`config.mk`:
```
export PLATFORM = sky130hd
export DESIGN_NAME = fft_peak_finder
export DESIGN_NICKNAME = d
export VERILOG_FILES = /design/src/rtl/fft_pkg.sv /design/src/rtl/fft_mag_sq.sv /design/src/rtl/fft_peak_finder.sv
export SDC_FILE = /design/constraint.sdc
export NUM_CORES = 2
export LEC_CHECK = 0
export ABC_AREA = 1
export BUFFER_PORTS_ARGS = -buffer_cell sky130_fd_sc_hd__buf_2
export CORE_ASPECT_RATIO = 0.6
export CORE_MARGIN = 2
export CORE_UTILIZATION = 66
export CTS_CLUSTER_SIZE = 25
export DETAILED_ROUTE_END_ITERATION = 10
export PLACE_DENSITY = 0.9
export SYNTH_ARGS = -nofsm -noshare
export SYNTH_HDL_FRONTEND = slang
export SYNTH_HIERARCHICAL = 1
export SYNTH_SLANG_ARGS = --single-unit
```
`constraint.sdc`:
```
create_clock -name clk_100mhz -period 7.4 [get_ports clk_100mhz]
set_clock_uncertainty 0.2 [all_clocks]
set_input_delay 0.74 -clock clk_100mhz [delete_from_list [all_inputs] [get_ports clk_100mhz]]
set_output_delay 0.74 -clock clk_100mhz [all_outputs]
set_load 0.1 [all_outputs]
```
`src/rtl/fft_pkg.sv`:
```
// Shared types and default sizing for the FFT peak-finder datapath.
package fft_pkg;

  localparam int unsigned FRAMESIZE_DEFAULT  = 1024;
  localparam int unsigned DATA_WIDTH_DEFAULT = 16;
  localparam int unsigned BIN_W              = $clog2(FRAMESIZE_DEFAULT);
  localparam int unsigned MAG_W              = 2 * DATA_WIDTH_DEFAULT;

  typedef enum logic [1:0] {
    StAccum,
    StDrain,
    StReport
  } peak_state_t;

  typedef struct packed {
    logic signed [DATA_WIDTH_DEFAULT-1:0] im;
    logic signed [DATA_WIDTH_DEFAULT-1:0] re;
  } complex_bin_t;

endpackage

```
`src/rtl/fft_mag_sq.sv`:
```
// Two-stage pipelined |X|^2 unit: registers re/im, then registers re^2 and im^2.
// The final sum is combinational so a consumer can compare it in its own stage.
module fft_mag_sq #(
  parameter int unsigned DataWidth = 16,
  parameter int unsigned IdxWidth  = 10
) (
  input  logic                   clk_i,
  input  logic                   rst_i,
  input  logic                   flush_i,
  input  logic                   valid_i,
  input  logic [DataWidth-1:0]   re_i,
  input  logic [DataWidth-1:0]   im_i,
  input  logic [IdxWidth-1:0]    idx_i,
  output logic                   valid_o,
  output logic [IdxWidth-1:0]    idx_o,
  output logic [2*DataWidth-1:0] mag_o
);

  localparam int unsigned MagW = 2 * DataWidth;

  logic                 s1_valid_q;
  logic [DataWidth-1:0] s1_re_q, s1_im_q;
  logic [IdxWidth-1:0]  s1_idx_q;
  logic                 s2_valid_q;
  logic [MagW-1:0]      s2_re_sq_q, s2_im_sq_q;
  logic [IdxWidth-1:0]  s2_idx_q;

  logic signed [MagW-1:0] re_x, im_x, re_sq, im_sq;

  // Sign-extend to full product width so the square is exact.
  assign re_x  = {{DataWidth{s1_re_q[DataWidth-1]}}, s1_re_q};
  assign im_x  = {{DataWidth{s1_im_q[DataWidth-1]}}, s1_im_q};
  assign re_sq = re_x * re_x;
  assign im_sq = im_x * im_x;

  always_ff @(posedge clk_i or posedge rst_i) begin
    if (rst_i) begin
      s1_valid_q <= 1'b0;
      s1_re_q    <= '0;
      s1_im_q    <= '0;
      s1_idx_q   <= '0;
      s2_valid_q <= 1'b0;
      s2_re_sq_q <= '0;
      s2_im_sq_q <= '0;
      s2_idx_q   <= '0;
    end else begin
      s1_valid_q <= valid_i & ~flush_i;
      s1_re_q    <= re_i;
      s1_im_q    <= im_i;
      s1_idx_q   <= idx_i;
      s2_valid_q <= s1_valid_q & ~flush_i;
      s2_re_sq_q <= re_sq;
      s2_im_sq_q <= im_sq;
      s2_idx_q   <= s1_idx_q;
    end
  end

  assign valid_o = s2_valid_q;
  assign idx_o   = s2_idx_q;
  assign mag_o   = s2_re_sq_q + s2_im_sq_q;

endmodule

```
`src/rtl/fft_peak_finder.sv`:
```
// Per-frame peak search over |X|^2 of the positive-frequency half of an FFT stream.
// Reports (bin, magnitude) four cycles after the last beat of each well-formed frame.
module fft_peak_finder
  import fft_pkg::*;
#(
  parameter int unsigned FRAMESIZE  = FRAMESIZE_DEFAULT,
  parameter int unsigned MIN_BIN    = 1,
  parameter int unsigned DATA_WIDTH = DATA_WIDTH_DEFAULT
) (
  input  logic                         clk_100mhz,
  input  logic                         rst,
  input  logic [2*DATA_WIDTH-1:0]      fft_out_data,
  input  logic                         fft_out_valid,
  input  logic                         fft_out_last,
  output logic                         fft_out_ready,
  output logic [$clog2(FRAMESIZE)-1:0] peak_bin,
  output logic [2*DATA_WIDTH-1:0]      peak_mag,
  output logic                         peak_valid,
  output logic                         frame_error
);

  localparam int unsigned BinW = $clog2(FRAMESIZE);
  localparam int unsigned MagW = 2 * DATA_WIDTH;

  peak_state_t     state_q, state_d;
  logic [BinW-1:0] cnt_q, cnt_d;
  logic [1:0]      drain_q, drain_d;
  logic [BinW-1:0] max_bin_q, max_bin_d;
  logic [MagW-1:0] max_mag_q, max_mag_d;
  logic [BinW-1:0] peak_bin_q, peak_bin_d;
  logic [MagW-1:0] peak_mag_q, peak_mag_d;
  logic            peak_valid_q, peak_valid_d;
  logic            frame_error_q, frame_error_d;

  logic            accept, at_end, err, eligible;
  logic            ms_valid;
  logic [BinW-1:0] ms_idx;
  logic [MagW-1:0] ms_mag;

  assign fft_out_ready = (state_q == StAccum);
  assign accept        = fft_out_valid & fft_out_ready;
  assign at_end        = (cnt_q == BinW'(FRAMESIZE - 1));
  // Either an early last or a missing last at the final bin breaks framing.
  assign err           = accept & (fft_out_last != at_end);

  fft_mag_sq #(
    .DataWidth(DATA_WIDTH),
    .IdxWidth (BinW)
  ) u_mag_sq (
    .clk_i  (clk_100mhz),
    .rst_i  (rst),
    .flush_i(err),
    .valid_i(accept),
    .re_i   (fft_out_data[DATA_WIDTH-1:0]),
    .im_i   (fft_out_data[2*DATA_WIDTH-1:DATA_WIDTH]),
    .idx_i  (cnt_q),
    .valid_o(ms_valid),
    .idx_o  (ms_idx),
    .mag_o  (ms_mag)
  );

  assign eligible = ms_valid && (ms_idx >= BinW'(MIN_BIN))
                    && (ms_idx <= BinW'(FRAMESIZE / 2 - 1));

  always_comb begin
    state_d       = state_q;
    cnt_d         = cnt_q;
    drain_d       = drain_q;
    max_bin_d     = max_bin_q;
    max_mag_d     = max_mag_q;
    peak_bin_d    = peak_bin_q;
    peak_mag_d    = peak_mag_q;
    peak_valid_d  = 1'b0;
    frame_error_d = err;

    // Strict compare: on a tie the earlier (lower) bin is kept.
    if (eligible && (ms_mag > max_mag_q)) begin
      max_bin_d = ms_idx;
      max_mag_d = ms_mag;
    end

    unique case (state_q)
      StAccum: begin
        if (err) begin
          cnt_d     = '0;
          max_bin_d = BinW'(MIN_BIN);
          max_mag_d = '0;
        end else if (accept) begin
          cnt_d = cnt_q + 1'b1;
          if (fft_out_last) begin
            state_d = StDrain;
            drain_d = '0;
          end
        end
      end
      StDrain: begin
        drain_d = drain_q + 1'b1;
        if (drain_q == 2'd2) begin
          state_d      = StReport;
          peak_bin_d   = max_bin_q;
          peak_mag_d   = max_mag_q;
          peak_valid_d = 1'b1;
        end
      end
      StReport: begin
        state_d   = StAccum;
        cnt_d     = '0;
        max_bin_d = BinW'(MIN_BIN);
        max_mag_d = '0;
      end
      default: state_d = StAccum;
    endcase
  end

  always_ff @(posedge clk_100mhz or posedge rst) begin
    if (rst) begin
      state_q       <= StAccum;
      cnt_q         <= '0;
      drain_q       <= '0;
      max_bin_q     <= BinW'(MIN_BIN);
      max_mag_q     <= '0;
      peak_bin_q    <= BinW'(MIN_BIN);
      peak_mag_q    <= '0;
      peak_valid_q  <= 1'b0;
      frame_error_q <= 1'b0;
    end else begin
      state_q       <= state_d;
      cnt_q         <= cnt_d;
      drain_q       <= drain_d;
      max_bin_q     <= max_bin_d;
      max_mag_q     <= max_mag_d;
      peak_bin_q    <= peak_bin_d;
      peak_mag_q    <= peak_mag_d;
      peak_valid_q  <= peak_valid_d;
      frame_error_q <= frame_error_d;
    end
  end

  assign peak_bin    = peak_bin_q;
  assign peak_mag    = peak_mag_q;
  assign peak_valid  = peak_valid_q;
  assign frame_error = frame_error_q;

endmodule

```
==> flow_summary.toml <==
[setup_path]
worstPathRequired_ps = 7630
critPathCaptureType = "flip-flop"
crit_path_cell_trace = "clkinv_1 > or2_2 > fa_1 > fa_1 > fa_1 > inv_1 > fa_1 > inv_1 > fa_1 > inv_1 > fa_1 > ha_1 > nand2_1 > nor2_1 > nand3_1 > nor3_1 > nand2_1 > inv_1 > nor2_1 > nand2_1 > nand2_1"
critical_path_class = "reg -> reg"
crit_arrival_ps = 6980
crit_path_top_delay_cell = "dfrtp_1"
worst_path_largest_cell_delay_ps = 920
critPathMaxFanout = 24
start_kind = "flip-flop"
crit_top_cell = "fa_1"

[synthesis]
synthTopCellsByCount = "inv_1 (1062), nand2_1 (958), fa_1 (468), ha_1 (244), dfrtp_1 (214)"
synth-seq-cells = 216
synth.most_common_cell = "inv_1"
synth_ff_type = "dfrtp_1"
netlist_area_mm2 = 0.0301
synth_area_per_cell_um2 = 7.88
ys_top_cells_by_area = "fa_1 (31%), dfrtp_1 (18%), inv_1 (13%)"
netlist_instances = 3814
synthDistinctLibCells = 46
synth_top_cell_by_area = "fa_1"
synth_edf_count = 0
syn_nets = 4562
synth_top_area_share_pct = 31.2
async_flop_share_pct = 100
ys_seq_area_share_pct = 18.0
ys_warn_count = 6

[sta]
holdWs_ps = 74.4
finalHoldViolCount = 0
tns_ps = 0
max-slew-margin-rel_pct = 26.5
final.period_utilization_pct = 91.1
fin_crit_ps = 6740
max_freq_mhz = 148
setup_viol = 0
maxSlewViolCount = 0
tightest_slew_ps = 1100
rsz0062_at_grt = "false"

[routing]
first_iter_violations = 2632
wl_per_cell_um = 16.8
vias_per_cell = 5.46
route.vias.total = 24300
antenna_left = 0
drc_errors = 0
first_pass_iters = 6
routed_wl_um = 74700

[floorplan]
pin_count = 81
die_height_um = 169
fp-row-count = 60
dieArea_mm2 = 0.0473
die_x_um = 280
initial_utilization_pct = 67.0
core_mm2 = 0.0449

[global_routing]
antenna_found_initial = 0
overflow = 0
grt_use_total_pct = 32.9
first_global_vias = 24500
grt_pass1_wl_um = 123000
grt_max_degree = 83

[clock_network]
post_cts_buffers = 0
ctsHoldBuffers = 1
path_clk_slew_ps = 70
cts.path.max_buffers = 3
h-tree-depth = 1
cts_buffers = 24
clock-sinks = 216
worstSkewPairLatency_ps = 560
tritoncts = "built"
root_buffer = "clkbuf_16"
cts_resized = 0

[hold_path]
min_path_type = "in -> reg"

[final_layout]
final_nets = 4590
drive_gt1_share_pct = 4.79
syn2layout_area_growth_pct = 5.69
antenna_cells = 0
nFillCells = 3445
final_cell_area_mm2 = 0.0318
register_area_mm2 = 0.00541
multi_input_area_mm2 = 0.0202

[place]
io_buffers = 80
placed_area_mm2 = 0.0308
gp_congestion = 1.04
dp_hpwl_um = 61100

[run]
cap_violations = 0

[status]
status = "complete, no violations"
[state kept, by name, summed over array words and instances (netlist names)]
| name | count |
|---|---|
| u_mag_sq/s1_valid_q | 1 |
| max_bin_q | 10 |
| peak_valid | 1 |
| u_mag_sq/s1_im_q | 16 |
| peak_mag | 32 |
| u_mag_sq/s1_re_q | 16 |
| u_mag_sq/s1_idx_q | 10 |
| u_mag_sq/s2_re_sq_q | 31 |
| max_mag_q | 32 |
| state_q | 2 |
| peak_bin | 10 |
| u_mag_sq/s2_im_sq_q | 31 |
| u_mag_sq/valid_o | 1 |
| drain_q | 2 |
| u_mag_sq/idx_o | 10 |
| frame_error | 1 |
| cnt_q | 10 |
[layer usage]
metal  up-vias  wire [µm]  global-route usage (%)
met5         -         77                    1.23
met3       136       9160                    9.49
met1     11700      32300                    49.1
met4         2       1520                    7.02
li1      11200          -                       -
met2      1235      31600                    48.0
[worst max-delay path, delay by kind of cell, from the launching register on]
family | cells | cell delay, ps
buf+inv | 5 | 870
flops | 1 | 920
fa+ha+maj | 7 | 3320
simple gates | 9 | 1260
[placed cells by master (no fill, tap or decap), drive strengths merged, types with 7 or more instances in the layout]
master,count
a21o,7
a21oi,130
and2,7
buf,95
bufinv,7
clkbuf,27
dfrtp,214
fa,468
ha,244
inv,1073
nand2,966
nand3,162
nand3b,7
nand4,36
nor2,202
nor3,30
o21ai,53
o21bai,24
o22ai,8
xnor2,9
xor2,65
[cell families (layout without fill, tap and decap cells)]
family / after synthesis / count (layout) / synth area share, %
compound gates: 229 / 229 / 4.27
xor+xnor: 74 / 74 / 2.16
fa+ha+maj: 712 / 712 / 41.3
buf+inv: 1166 / 1212 / 15.0
flops: 216 / 216 / 18.0
simple gates: 1417 / 1417 / 19.3
[layout make-up]
| class | count | area share [%] |
|---|---|---|
| multi-input cells | 2432 | 63.4 |
| flip-flops and latches | 216 | 17.0 |
| inverters | 1072 | 12.7 |
| well taps | 589 | 2.32 |
| clock buffers | 27 | 1.96 |
| repair buffers | 96 | 1.65 |
| clock inverters | 17 | 0.933 |
[path summary, 6_finish.rpt]
| kind | startpoint | to | slack, ps | cells past startpoint |
|---|---|---|---|---|
| setup reg to reg | u_mag_sq/s1_im_q[15] | u_mag_sq/s2_im_sq_q[31] | 660 | 21 |
| min in group asynchronous | rst | peak_mag[27] | 500 | 3 |
| hold reg to reg | u_mag_sq/s1_idx_q[1] | u_mag_sq/idx_o[1] | 160 | 0 |
| max in group asynchronous | rst | u_mag_sq/s2_im_sq_q[26] | 4850 | 4 |
| setup / recovery | u_mag_sq/s1_im_q[15] | u_mag_sq/s2_im_sq_q[31] | 660 | 21 |
| hold / removal | fft_out_data[18] | u_mag_sq/s1_im_q[2] | 70 | 1 |
[metrics by stage]
step	utilization [%]	instances	worst slack (ps)
after global placement	68.7	4404	1080
after CTS	70.8	4449	755
after global routing	70.8	4449	256
after detailed placement	68.7	4404	795
after floorplan	-	3814	1680
final	70.8	4449	659
Power is not shown: default switching activity piles up to over one toggle a cycle in this logic, so the estimate is an artifact.
